[src/rtl/nibble_sequencer_if.sv]
// nibble_sequencer_if
// Purpose: bundles every non-clock/reset signal of the nibble CPU sequencer.
//   slave  modport: the sequencer (takes requests/decoder/ALU/ROM inputs,
//                   drives pc, phase, latches, flags and debug status).
//   master modport: the surrounding system / testbench.
// Signalling: there is no valid/ready handshake on this block. run_req,
// step_req and halt_req are single-cycle request pulses sampled on the rising
// clock edge; the block acknowledges only a completed step (one-cycle
// step_ack) and reflects run state on halted/bp_hit. state_dbg mirrors the
// internal FSM state (0 HALT, 1 FETCH, 2 EXEC) for checkers.
interface nibble_sequencer_if #(
  parameter int PC_W  = 12,
  parameter int CNT_W = 16
);
  logic              run_req;
  logic              step_req;
  logic              halt_req;
  logic              bp_en;
  logic [PC_W-1:0]   bp_addr;
  logic [PC_W+7:0]   prog_word;
  logic              inc_pc;
  logic              load_pc;
  logic              load_flags;
  logic              alu_carry;
  logic              alu_zero;
  logic [PC_W-1:0]   pc;
  logic              phase;
  logic              exec_en;
  logic [3:0]        instr;
  logic [3:0]        oprnd;
  logic              c_flag;
  logic              z_flag;
  logic              halted;
  logic              step_ack;
  logic              bp_hit;
  logic [CNT_W-1:0]  instr_count;
  logic [1:0]        state_dbg;

  modport slave (
    input  run_req, step_req, halt_req, bp_en, bp_addr, prog_word,
           inc_pc, load_pc, load_flags, alu_carry, alu_zero,
    output pc, phase, exec_en, instr, oprnd, c_flag, z_flag,
           halted, step_ack, bp_hit, instr_count, state_dbg
  );

  modport master (
    output run_req, step_req, halt_req, bp_en, bp_addr, prog_word,
           inc_pc, load_pc, load_flags, alu_carry, alu_zero,
    input  pc, phase, exec_en, instr, oprnd, c_flag, z_flag,
           halted, step_ack, bp_hit, instr_count, state_dbg
  );
endinterface

[src/rtl/nibble_sequencer.sv]
// nibble_sequencer
// Purpose: run-control and fetch/execute sequencer of the 4-bit nibble CPU.
//   Owns the program counter, the two-phase FETCH/EXEC timing, the
//   opcode/operand/jump-target latches, the C/Z flags and a saturating
//   retired-instruction counter. Provides run / single-step / halt control
//   and a single-address breakpoint.
// Ports:
//   clock  - rising-edge clock
//   reset  - synchronous, active-high reset
//   bus    - nibble_sequencer_if.slave (requests, ROM word, decoder controls,
//            ALU flags in; pc, phase, exec_en, latches, flags, status out)
module nibble_sequencer #(
  parameter int PC_W  = 12,
  parameter int CNT_W = 16
) (
  input  logic              clock,
  input  logic              reset,
  nibble_sequencer_if.slave bus
);

  typedef enum logic [1:0] {
    ST_HALT  = 2'd0,
    ST_FETCH = 2'd1,
    ST_EXEC  = 2'd2
  } state_t;

  state_t            r_state;
  state_t            w_next_state;
  logic [PC_W-1:0]   r_pc;
  logic [3:0]        r_instr;
  logic [3:0]        r_oprnd;
  logic [PC_W-1:0]   r_jmp;
  logic              r_c;
  logic              r_z;
  logic              r_step_ack;
  logic              r_bp_hit;
  logic [CNT_W-1:0]  r_cnt;
  logic              r_halt_pend;
  logic              r_step_mode;

  logic [PC_W-1:0]   w_next_pc;
  logic              w_halt_pend;
  logic              w_bp_match;

  // PC value at the end of the current EXEC; load_pc beats inc_pc.
  always_comb begin
    w_next_pc = r_pc;
    if (bus.load_pc)
      w_next_pc = r_jmp;
    else if (bus.inc_pc)
      w_next_pc = r_pc + PC_W'(1);
  end

  // A halt_req arriving in the EXEC cycle itself still stops at the end of
  // that instruction, so it is folded in with the registered pending bit.
  assign w_halt_pend = r_halt_pend | bus.halt_req;
  assign w_bp_match  = bus.bp_en && (w_next_pc == bus.bp_addr);

  always_ff @(posedge clock) begin
    if (reset)
      r_state <= ST_HALT;
    else
      r_state <= w_next_state;
  end

  always_comb begin
    w_next_state = r_state;
    case (r_state)
      ST_HALT: begin
        if (bus.step_req || bus.run_req)
          w_next_state = ST_FETCH;
      end
      ST_FETCH: w_next_state = ST_EXEC;
      ST_EXEC: begin
        if (r_step_mode || w_halt_pend || w_bp_match)
          w_next_state = ST_HALT;
        else
          w_next_state = ST_FETCH;
      end
      default: w_next_state = ST_HALT;
    endcase
  end

  always_ff @(posedge clock) begin
    if (reset) begin
      r_pc        <= '0;
      r_instr     <= '0;
      r_oprnd     <= '0;
      r_jmp       <= '0;
      r_c         <= 1'b0;
      r_z         <= 1'b0;
      r_step_ack  <= 1'b0;
      r_bp_hit    <= 1'b0;
      r_cnt       <= '0;
      r_halt_pend <= 1'b0;
      r_step_mode <= 1'b0;
    end else begin
      r_step_ack <= 1'b0;
      case (r_state)
        ST_HALT: begin
          // step_req wins over a simultaneous run_req; halt_req is ignored.
          if (bus.step_req) begin
            r_step_mode <= 1'b1;
            r_bp_hit    <= 1'b0;
          end else if (bus.run_req) begin
            r_step_mode <= 1'b0;
            r_bp_hit    <= 1'b0;
          end
        end
        ST_FETCH: begin
          r_instr <= bus.prog_word[7:4];
          r_oprnd <= bus.prog_word[3:0];
          r_jmp   <= bus.prog_word[PC_W+7:8];
          if (bus.halt_req)
            r_halt_pend <= 1'b1;
        end
        ST_EXEC: begin
          r_pc <= w_next_pc;
          if (bus.load_flags) begin
            r_c <= bus.alu_carry;
            r_z <= bus.alu_zero;
          end
          if (r_cnt != {CNT_W{1'b1}})
            r_cnt <= r_cnt + CNT_W'(1);
          // Any return to HALT drops a stale halt request so it cannot
          // cut short the next run.
          if (r_step_mode) begin
            r_step_ack  <= 1'b1;
            r_step_mode <= 1'b0;
            r_halt_pend <= 1'b0;
          end else if (w_halt_pend) begin
            r_halt_pend <= 1'b0;
          end else if (w_bp_match) begin
            r_bp_hit <= 1'b1;
          end
        end
        default: ;
      endcase
    end
  end

  assign bus.pc          = r_pc;
  assign bus.phase       = (r_state == ST_EXEC);
  assign bus.exec_en     = (r_state == ST_EXEC);
  assign bus.halted      = (r_state == ST_HALT);
  assign bus.instr       = r_instr;
  assign bus.oprnd       = r_oprnd;
  assign bus.c_flag      = r_c;
  assign bus.z_flag      = r_z;
  assign bus.step_ack    = r_step_ack;
  assign bus.bp_hit      = r_bp_hit;
  assign bus.instr_count = r_cnt;
  assign bus.state_dbg   = r_state;

endmodule

[src/flat_wrapper.sv]
// flat-port wrapper written by rule: the top's interface ports become plain ports
module nibble_sequencer_flat 
#(
  parameter int PC_W  = 12,
  parameter int CNT_W = 16
)
  (clock, reset, bus_run_req, bus_step_req, bus_halt_req, bus_bp_en, bus_bp_addr, bus_prog_word, bus_inc_pc, bus_load_pc, bus_load_flags, bus_alu_carry, bus_alu_zero, bus_pc, bus_phase, bus_exec_en, bus_instr, bus_oprnd, bus_c_flag, bus_z_flag, bus_halted, bus_step_ack, bus_bp_hit, bus_instr_count, bus_state_dbg);
  nibble_sequencer_if #(.PC_W(PC_W), .CNT_W(CNT_W)) bus_i ();
  input  logic clock;
  input  logic reset;
  input wire logic [$bits(bus_i.run_req)-1:0] bus_run_req;
  input wire logic [$bits(bus_i.step_req)-1:0] bus_step_req;
  input wire logic [$bits(bus_i.halt_req)-1:0] bus_halt_req;
  input wire logic [$bits(bus_i.bp_en)-1:0] bus_bp_en;
  input wire logic [$bits(bus_i.bp_addr)-1:0] bus_bp_addr;
  input wire logic [$bits(bus_i.prog_word)-1:0] bus_prog_word;
  input wire logic [$bits(bus_i.inc_pc)-1:0] bus_inc_pc;
  input wire logic [$bits(bus_i.load_pc)-1:0] bus_load_pc;
  input wire logic [$bits(bus_i.load_flags)-1:0] bus_load_flags;
  input wire logic [$bits(bus_i.alu_carry)-1:0] bus_alu_carry;
  input wire logic [$bits(bus_i.alu_zero)-1:0] bus_alu_zero;
  output wire logic [$bits(bus_i.pc)-1:0] bus_pc;
  output wire logic [$bits(bus_i.phase)-1:0] bus_phase;
  output wire logic [$bits(bus_i.exec_en)-1:0] bus_exec_en;
  output wire logic [$bits(bus_i.instr)-1:0] bus_instr;
  output wire logic [$bits(bus_i.oprnd)-1:0] bus_oprnd;
  output wire logic [$bits(bus_i.c_flag)-1:0] bus_c_flag;
  output wire logic [$bits(bus_i.z_flag)-1:0] bus_z_flag;
  output wire logic [$bits(bus_i.halted)-1:0] bus_halted;
  output wire logic [$bits(bus_i.step_ack)-1:0] bus_step_ack;
  output wire logic [$bits(bus_i.bp_hit)-1:0] bus_bp_hit;
  output wire logic [$bits(bus_i.instr_count)-1:0] bus_instr_count;
  output wire logic [$bits(bus_i.state_dbg)-1:0] bus_state_dbg;
  assign bus_i.run_req = bus_run_req;
  assign bus_i.step_req = bus_step_req;
  assign bus_i.halt_req = bus_halt_req;
  assign bus_i.bp_en = bus_bp_en;
  assign bus_i.bp_addr = bus_bp_addr;
  assign bus_i.prog_word = bus_prog_word;
  assign bus_i.inc_pc = bus_inc_pc;
  assign bus_i.load_pc = bus_load_pc;
  assign bus_i.load_flags = bus_load_flags;
  assign bus_i.alu_carry = bus_alu_carry;
  assign bus_i.alu_zero = bus_alu_zero;
  assign bus_pc = bus_i.pc;
  assign bus_phase = bus_i.phase;
  assign bus_exec_en = bus_i.exec_en;
  assign bus_instr = bus_i.instr;
  assign bus_oprnd = bus_i.oprnd;
  assign bus_c_flag = bus_i.c_flag;
  assign bus_z_flag = bus_i.z_flag;
  assign bus_halted = bus_i.halted;
  assign bus_step_ack = bus_i.step_ack;
  assign bus_bp_hit = bus_i.bp_hit;
  assign bus_instr_count = bus_i.instr_count;
  assign bus_state_dbg = bus_i.state_dbg;
  nibble_sequencer #(.PC_W(PC_W), .CNT_W(CNT_W)) u_core (.clock(clock), .reset(reset), .bus(bus_i));
endmodule
[config.mk]
export PLATFORM = sky130hd
export DESIGN_NAME = nibble_sequencer_flat
export DESIGN_NICKNAME = d
export VERILOG_FILES = /design/src/rtl/nibble_sequencer_if.sv /design/src/rtl/nibble_sequencer.sv /design/src/flat_wrapper.sv
export SDC_FILE = /design/constraint.sdc
export NUM_CORES = 1
export LEC_CHECK = 0
export BUFFER_PORTS_ARGS = -buffer_cell sky130_fd_sc_hd__buf_2
export CAP_MARGIN = 25
export CORE_UTILIZATION = 45
export CTS_CLUSTER_DIAMETER = 30
export DETAILED_ROUTE_END_ITERATION = 8
export GPL_TIMING_DRIVEN = 0
export PLACE_DENSITY = 0.73
export SLEW_MARGIN = 20
export SYNTH_ARGS = -nofsm -noshare
export SYNTH_HDL_FRONTEND = slang
export SYNTH_SLANG_ARGS = --single-unit
[constraint.sdc]
create_clock -name clock -period 2.3 [get_ports clock]
set_clock_uncertainty 0.2 [all_clocks]
set_input_delay 0.23 -clock clock [delete_from_list [all_inputs] [get_ports clock]]
set_output_delay 0.23 -clock clock [all_outputs]
set_load 0.05 [all_outputs]
# Word-level counts from Yosys, hierarchy flattened
# Index checks and enable logic that the tools add are counted.
[totals]
word_cells = 58
out_inout_bits = 45
regBits = 56
[classes]
eq_ne = 11
mux = 18
add_sub_neg = 2
n_bitwise = 2
n_reduce_logical = 13
[op_table]
columns = ["op", "count"]
rows = [
  ["2-to-1 mux 12 bit", 2],
  ["adder 16 x 1 -> 16 bit (second input constant)", 1],
  ["inequality test 16 bit (second input constant)", 1],
  ["adder 12 x 1 -> 12 bit (second input constant)", 1],
  ["== test 12 bit", 1],
  ["2-to-1 mux 1 bit", 11],
  ["inequality test 2 bit (second input constant)", 3],
  ["case mux 1 bit (2 select lines)", 3],
  ["case mux 2 bit (3 select lines)", 1],
  ["AND reduction 2 bit", 3],
  ["AND reduction 5 bit", 1],
  ["inequality test 2 x 1 -> 1 bit (second input constant)", 2],
  ["nonzero test 2 bit", 2],
  ["logical OR 1 bit", 3],
  ["inequality test 3 x 1 -> 1 bit (second input constant)", 1],
  ["inequality test 3 bit (second input constant)", 1],
  ["AND reduction 3 bit", 1],
  ["== test 2 x 1 -> 1 bit (second input constant)", 1],
  ["== test 2 bit (second input constant)", 1],
  ["logical NOT 2 bit", 1],
  ["2-to-1 mux 2 bit", 1],
  ["OR reduction 2 bit", 1],
  ["logical AND 1 bit", 1],
  ["NOT 1 bit", 1],
  ["OR 1 bit", 1],
]

# Logic depth before layout (Yosys ltp)
# Gate-level depths: netlist (run 1).
[depth]
word_depth = 9
depth_mapped = 8

# Worst setup path after synthesis (run 1)
# OpenSTA, ideal clock, no wires.
[synth_timing]
path_type = "reg2out"
startpoint = "reg u_core.r_state[1] (netlist: u_core.bus.state_dbg[1])"
endpoint = "out bus_phase"
stages_incl_launch_ff = 6
arrival_ps = 2249
path_slack_ps = -379
n_path_buf = 3
path_cell_list = "dfxtp_1 nand2b_1 inv_1 clkbuf_1 buf_1 buf_4"
[synth_via]
elab_chain_cells = 1
[synth_lines]
columns = ["element", "line", "text"]
rows = [
  ["start: declaration", "nibble_sequencer.sv:27", "state_t r_state;"],
  ["start signal: assignment", "nibble_sequencer.sv:63", "r_state <= w_next_state;"],
  ["== test 2 bit", "-", ""],
  ["end: declaration", "flat_wrapper.sv:23", "output wire logic [$bits(bus_i.phase)-1:0] bus_phase;"],
]
# Every way passes these cells.

# Final worst setup path (run 1)
[layout_timing]
startpoint = "reg u_core.r_pc[1] (netlist: u_core.bus.pc[1])"
endpoint = "reg u_core.r_state[0] (netlist: u_core.bus.state_dbg[0])"
[layout_via]
elab_chain_cells = 8
[layout_lines]
columns = ["element", "line", "text"]
rows = [
  ["start: declaration", "nibble_sequencer.sv:29", "logic [PC_W-1:0] r_pc;"],
  ["start signal: assignment", "nibble_sequencer.sv:118", "r_pc <= w_next_pc;"],
  ["adder 12 x 1 -> 12 bit", "nibble_sequencer.sv:51", "w_next_pc = r_pc + PC_W'(1);"],
  ["2-to-1 mux 12 bit *", "nibble_sequencer.sv:50", "else if (bus.inc_pc)"],
  ["2-to-1 mux 12 bit *", "nibble_sequencer.sv:48", "if (bus.load_pc)"],
  ["== test 12 bit *", "nibble_sequencer.sv:57", "assign w_bp_match = bus.bp_en && (w_next_pc == bus.bp_addr);"],
  ["logical AND 1 bit *", "nibble_sequencer.sv:57", ""],
  ["logical OR 1 bit *", "nibble_sequencer.sv:75", "if (r_step_mode || w_halt_pend || w_bp_match)"],
  ["2-to-1 mux 1 bit *", "nibble_sequencer.sv:75", ""],
  ["case mux 2 bit (3 select lines) *", "nibble_sequencer.sv:68", "case (r_state)"],
]
# Mark *: on every way between the ends. The rest lies on a longest branch, timed or not.
# A chain may end at the register's enable or synchronous reset.

==> results of run 1 <==
[through the flow]
| step | power (mW) | hold WS, ps | instance area [µm²] | cells |
|---|---|---|---|---|
| detailed placement | 1.44 | 247 | 3540 | 555 |
| CTS | 2.04 | 33.5 | 3930 | 586 |
| global placement | 1.43 | 240 | 3540 | 555 |
| global route | 2.12 | 83.8 | 4040 | 595 |
| floorplan | 1.31 | 166 | 3010 | 392 |
| finish | 2.03 | 37.3 | 4040 | 595 |
[layer usage]
metal  track usage  share of wire  vias up
li1              -              -     1620
met5             0              0        -
met4        0.0832          0.020        0
met3        0.0445          0.073       17
met1         0.320           0.42     1572
met2         0.426           0.49      122
[synth_stat cells, types with 2 or more instances]
cell,count
buf_1,5
nor3_1,3
xnor2_1,19
and4_1,8
o21ai_1,2
clkbuf_1,15
nand3_1,16
ha_1,2
nand4_1,9
nand2_1,67
a21oi_1,41
a21o_1,3
a22oi_1,5
nor2_1,41
a31oi_1,3
dfxtp_1,56
o22ai_1,2
mux2_2,2
buf_2,5
xor2_1,15
o31ai_1,3
a211oi_1,2
nand2b_1,7
o32ai_1,2
and2_1,2
inv_1,10
or4_1,2
and3b_1,2
a221oi_1,2
o41ai_1,2
nor4_1,3
and3_1,3
o21ai_0,16
[flip-flops by register name (all words and copies together), names as in the netlist]
register / flops
u_core.bus.oprnd: 4
u_core.r_step_mode: 1
u_core.bus.pc: 12
u_core.bus.z_flag: 1
u_core.bus.c_flag: 1
u_core.bus.step_ack: 1
u_core.bus.instr_count: 16
u_core.r_halt_pend: 1
u_core.bus.bp_hit: 1
u_core.bus.state_dbg: 2
u_core.bus.instr: 4
u_core.r_jmp: 12
[placed cells by master (no fill, tap or decap), types with 6 or more instances in the layout]
master,netlist,final
xnor2_1,19,19
nand2_1,67,66
buf_4,1,12
inv_1,10,9
buf_2,5,88
dfxtp_1,56,46
clkbuf_8,0,6
nand4_1,9,9
nand3_1,16,16
clkbuf_1,15,13
a21oi_1,41,41
o21ai_0,16,16
dfxtp_4,0,7
dlygate4sd3_1,0,26
and4_1,8,8
xor2_1,15,15
nor2_1,41,41
nand2b_1,7,6
[worst max path at each step]
stage | from | to
after floorplan | u_core.bus.pc[8] | u_core.bus.state_dbg[0]
after global placement | u_core.bus.pc[3] | u_core.bus.bp_hit
after detailed placement | u_core.bus.pc[3] | u_core.bus.bp_hit
after CTS | u_core.bus.state_dbg[0] | bus_phase
after global routing | u_core.bus.pc[1] | u_core.bus.state_dbg[0]
final | u_core.bus.pc[1] | u_core.bus.state_dbg[0]
[logic make-up (layout without fill, tap and decap cells)]
logic type | count (synthesis) | count (layout) | synth area share
and+or+nand+nor | 169 | 169 | 0.268
AOI/OAI and AO/OA | 92 | 92 | 0.193
DFF | 56 | 56 | 0.374
buffers and inverters | 37 | 163 | 0.0497
xor gates and xnor gates | 34 | 34 | 0.0993
adders and majority gates | 2 | 2 | 0.00835
muxes | 2 | 2 | 0.00751
[where the power goes]
part	switching (mW)	total [mW]	internal [mW]
sequential	0.0363	1.04	0.999
combinational	0.266	0.425	0.158
clock	0.327	0.575	0.247
[area by class of cell]
type	count	area (µm²)
Timing Repair Buffer	123	773
Sequential cell	56	1150
Clock inverter	2	13.8
Multi-Input combinational cell	299	1790
Fill cell	590	2340
Buffer	21	88.8
Inverter	11	43.8
Tap cell	77	96.3
Clock buffer	6	82.6
[worst max-delay path: stages, from the launching register on]
cell,delay (ps)
dfxtp_4,390
ha_4,160
nand2_4,60
or4_4,530
a211oi_4,320
buf_4,170
o22ai_2,60
nor4_2,300
a21oi_1,90
[timing repair]
item                       CTS  global route
pin swaps                    2             7
hold endpoints to repair    24             0
buffers inserted             2             9
setup endpoints to repair    4             4
hold buffers                26             0
gates resized for setup      9            12
cloned                       0             0
==> key figures, run 1 <==
Floorplanning
  • Standard-cell rows: 29
  • I/O pin cnt: 88
  • Horiz. Die Dim: 83.6 µm
  • Initial core utilization: 0.469
  • Height of the die: 83.6 µm
  • Core ar.: 6390 µm²
  • Die Area: 6990 µm²

Drt
  • DR vias/cell: 5.60
  • Post-DRT Antenna Nets: 0
  • Drt wl/cell: 15.0 µm
  • 1st-pass router iterations: 4
  • DRC: 0
  • Initial DRC Count: 165
  • Routed wire length: 8.94 mm
  • DR vias: 3331

STA
  • Unrepaired setup endpoints after global routing: true
  • Relative slew margins: 0.636
  • Setup total negative slack: -79.6 ps
  • Final setup violating endpoints: 1
  • Fmax: 420 MHz
  • Hold Fails Final Rpt: 0
  • Fin crit share: 1.03
  • Max Slew Vio Count: 0
  • Time the worst path needs with I/O delays and setup: 2380 ps
  • Actual slew at the worst max-slew pin: 547 ps
  • Final setup margin: -79.6 ps

Critical path
  • R2R setup slack: -80 ps
  • R2R cell count: 8
  • CP Data Required Time: 2300 ps
  • Launching point of the worst reg2reg path: u_core.bus.pc[1]
  • CP Launch Type: flop
  • Critical path fanouts, max: 4
  • Crit. End Element: flop
  • CP Data Arrival Time: 2380 ps
  • Crit path kind: flop to flop
  • Reg-to-reg endpoint: u_core.bus.state_dbg[0]

Place
  • DP Worst Slack: -215 ps
  • Port bufs: 86
  • Post-DP HPWL: 6.41 mm
  • Placer Congestion: 0.927

GRT
  • First-pass GRT wire length: 14.3 mm
  • Antenna violations before repair: 0
  • Number of global-route vias before repair: 3044
  • Largest net degree at the start of global routing: 18
  • GRT Residual Overflow: 0
  • Tot GR Track Use: 0.251

Finish
  • Ant diodes: 0
  • Final core occ: 0.633
  • Final-stage net count: 562
  • Area grow syn2layout: 34.8%
  • Ratio of cells with drive above 1 in the final layout: 0.261

CTS
  • Max H-tree Level: 2
  • Worst-path clk slew: 100 ps
  • Clk buf depth: 2
  • Number of CTS-inserted buffers: 5
  • # clock sinks: 56
  • Clock Tree Root: clkbuf_8
  • Clock Latency Late Sink: 310 ps
  • CTS tree: yes

Pwr
  • P_leak: 1.67 nW
  • Max VDD drop: 0.302 mV
  • Pwr dens: 503 nW/µm²

Synthesis
  • Dominant synthesized flop cell: dfxtp_1
  • Synth Area per Inst: 7.65 µm²
  • Synth area leaders: dfxtp_1, nand2_1, a21oi_1, xnor2_1, nor2_1
  • Post-synth top area share: 0.374
  • Warnings from Yosys: 0
  • Syn Nets: 437
  • Register area share after synthesis: 0.374
  • EDFF count, synth: 0
  • Post-synth top area cell: dfxtp_1
  • Post-Syn Instances: 392
  • FF+latch count, synth: 56
  • Post-Syn Area: 3000 µm²
  • Asr flop ratio synth: 0
  • Netlist cell types: 50

Run status
  • Status: complete, but fails checks
  • Failing checks: negative setup slack

Hold path
  • HP Class: primary input to flop
  • Min-Delay Endpoint: u_core.bus.c_flag
  • HP Start: bus_load_flags
  • Hold depth: 4

Flow run
  • Max-cap violations: 0
No activity file was read; power rests on OpenSTA's default activity.
==> run 2: changes to the inputs <==
- CORE_MARGIN: unset -> 2
- GPL_TIMING_DRIVEN: 0 -> unset
==> run 2 against run 1 <==
  * The run now ends clean
  * Clock power increased by 23%
  * Cell area decreased by 2.7%
  * Count of clock-buffer cells in the layout unchanged
  * Global-route usage decreased by 0.51 points
  * Largest power group unchanged
==> key figures, run 2 (same netlist as run 1, synthesis figures left out) <==
Place
  • DP Worst Slack: 67.3 ps (was -215 ps)
  • DP Cell Count: 546 (was 555)
  • Port bufs: 87 (was 86)
  • Post-DP HPWL: 6.20 mm (was 6.41 mm)
  • Placer Congestion: 1.01 (was 0.927)

Finish
  • Ant diodes: 0 (unchanged)
  • Multi-input gate area: 1740 µm² (was 1790 µm²)
  • Register Area: 1140 µm² (was 1150 µm²)
  • Commonest cells after routing, fill and taps aside: buf_2, nand2_1, dfxtp_1, nor2_1, a21oi_1 (unchanged)
  • Fin cells: 577 (was 595)
  • Max reg flops: 16 (unchanged)
  • Ratio of cells with drive above 1 in the final layout: 0.260 (was 0.261)
  • Final-stage net count: 545 (was 562)
  • Layout fillers: 587 (was 590)
  • Area grow syn2layout: 31.3% (was 34.8%)
  • Commonest non-fill, non-tap cell in the layout: buf_2 (unchanged)

Drt
  • DR vias: 3281 (was 3331)
  • DR vias/cell: 5.69 (was 5.60)
  • DRC: 0 (unchanged)
  • Routed wire length: 8.86 mm (was 8.94 mm)
  • 1st-pass router iterations: 5 (was 4)
  • Post-DRT Antenna Nets: 0 (unchanged)
  • Initial DRC Count: 250 (was 165)
  • Drt wl/cell: 15.4 µm (was 15.0 µm)

CTS
  • Clock Latency Late Sink: 310 ps (about the same)
  • Worst-path clk slew: 100 ps (about the same)
  • Max H-tree Level: 2 (unchanged)
  • Clock Tree Root: clkbuf_8 (unchanged)
  • Number of CTS-inserted buffers: 5 (unchanged)
  • Post-CTS setup buffers: 0 (was 2)
  • # clock sinks: 56 (unchanged)
  • Clk buf depth: 2 (unchanged)
  • CTS tree: yes (unchanged)

Run status
  • Status: finished clean (was complete, but fails checks)

Critical path
  • Slowest stage delay, CP: 410 ps (was 530 ps)
  • Crit path kind: flop to flop (unchanged)
  • CP Data Required Time: 2280 ps (was 2300 ps)
  • CP Data Arrival Time: 2210 ps (was 2380 ps)
  • Crit. End Element: flop (unchanged)
  • Critical path cell sequence: nand4_2 -> o311a_1 -> a211oi_2 -> xnor2_1 -> a2111oi_4 -> a21oi_1 (was ha_4 -> nand2_4 -> or4_4 -> a211oi_4 -> buf_4 -> o22ai_2 -> nor4_2 -> a21oi_1)
  • Critical path fanouts, max: 7 (was 4)
  • CP Launch Type: flop (unchanged)
  • Worst path slowest cell: dfxtp_2 (was or4_4)

Floorplanning
  • Horiz. Die Dim: 85.6 µm (was 83.6 µm)
  • Core ar.: 6390 µm² (unchanged)
  • I/O pin cnt: 88 (unchanged)
  • Die Area: 7330 µm² (was 6990 µm²)
  • Standard-cell rows: 29 (unchanged)
  • Height of the die: 85.6 µm (was 83.6 µm)
  • Initial core utilization: 0.469 (unchanged)

Hold path
  • HP Class: primary input to flop (unchanged)

GRT
  • Antenna violations before repair: 0 (unchanged)
  • Number of global-route vias before repair: 3134 (was 3044)
  • GRT Residual Overflow: 0 (unchanged)
  • First-pass GRT wire length: 14.6 mm (was 14.3 mm)
  • Largest net degree at the start of global routing: 32 (was 18)
  • Tot GR Track Use: 0.246 (was 0.251)

Pwr
  • Switch share: 0.285 (was 0.310)
  • Max VDD drop: 0.268 mV (was 0.302 mV)
  • P_sw: 0.618 mW (was 0.630 mW)
  • P_leak: 1.65 nW (was 1.67 nW)
  • Pwr dens: 550 nW/µm² (was 503 nW/µm²)
  • Int Power: 1.55 mW (was 1.40 mW)
  • Combinational share of power: 0.193 (was 0.209)
  • Flop pwr share: 0.481 (was 0.509)
  • Clock network power share: 0.327 (was 0.282)

STA
  • Fin crit share: 0.970 (was 1.03)
  • Setup total negative slack: 0 ps (was -79.6 ps)
  • Max Slew Vio Count: 0 (unchanged)
  • Fmax: 448 MHz (was 420 MHz)
  • Hold Fails Final Rpt: 0 (unchanged)
  • Unrepaired setup endpoints after global routing: false (was true)
  • Final setup margin: 68.7 ps (was -79.6 ps)
  • Actual slew at the worst max-slew pin: 527 ps (was 547 ps)
  • Time the worst path needs with I/O delays and setup: 2230 ps (was 2380 ps)
  • Final setup violating endpoints: 0 (was 1)
  • Relative slew margins: 0.648 (was 0.636)

Flow run
  • Max-cap violations: 0 (unchanged)
## run 2: cell count changes in the layout (fill, tap and decap cells not counted), sizes merged
cell / change
clkinv: -1
bufinv: +1
clkbuf: -14
dlygate4sd3: -2
buf: -1
inv: -1
## run 2: cell type report
type,instances,share of cell area
multi-input cells,299,0.442
well taps,77,0.0245
clock inverters,1,0.00763
clock buffers,6,0.0238
repair buffers,127,0.202
flip-flops and latches,56,0.290
inverters,11,0.0105
## run 2: what timing repair did
item | CTS | global route
setup endpoints to repair | 0 | 2
resized for setup | 0 | 4
hold endpoints to repair | 24 | 0
hold buffers | 24 | 0
## run 2: layer usage
metal | GRT usage | share of wire | up-vias
met5 | 0 | 0 | -
met4 | 0.0924 | 0.026 | 0
met3 | 0.0404 | 0.066 | 25
met2 | 0.422 | 0.48 | 136
met1 | 0.309 | 0.42 | 1542
li1 | - | - | 1578
## run 2: worst max-delay path, delay by kind of cell (launching register included)
kind / cells / cell delay [ps]
AOI/OAI and AO/OA: 4 / 1140
xor gates and xnor gates: 1 / 160
DFF: 1 / 410
and+or+nand+nor: 1 / 190
## run 2: path summary, 6_finish.rpt
kind	startpoint	end	slack, ps	depth (start not counted)
min reg2reg	u_core.bus.c_flag	u_core.bus.c_flag	260	2
min	bus_load_flags	u_core.bus.c_flag	5	3
max reg2reg	u_core.bus.pc[4]	u_core.bus.state_dbg[0]	70	6
max	u_core.bus.pc[4]	u_core.bus.state_dbg[0]	70	6
## run 2: power by group through the flow
stage	Combinational, mW	Clock (mW)	Sequential [mW]
CTS	0.410	0.724	1.04
global placement	0.373	0	1.06
global route	0.450	0.760	1.05
finish	0.417	0.707	1.04
floorplan	0.196	0	1.12
detailed placement	0.376	0	1.06
## run 2: stage by stage
step	hold slack [ps]	power (mW)	area, µm²	util
2_1_floorplan	166	1.31	3010	-
3_3_place_gp	239	1.43	3560	0.557
3_5_place_dp	248	1.44	3560	0.557
4_1_cts	1.73	2.17	3920	0.614
5_1_grt	23.5	2.26	3940	0.616
6_report	4.60	2.16	3940	0.616
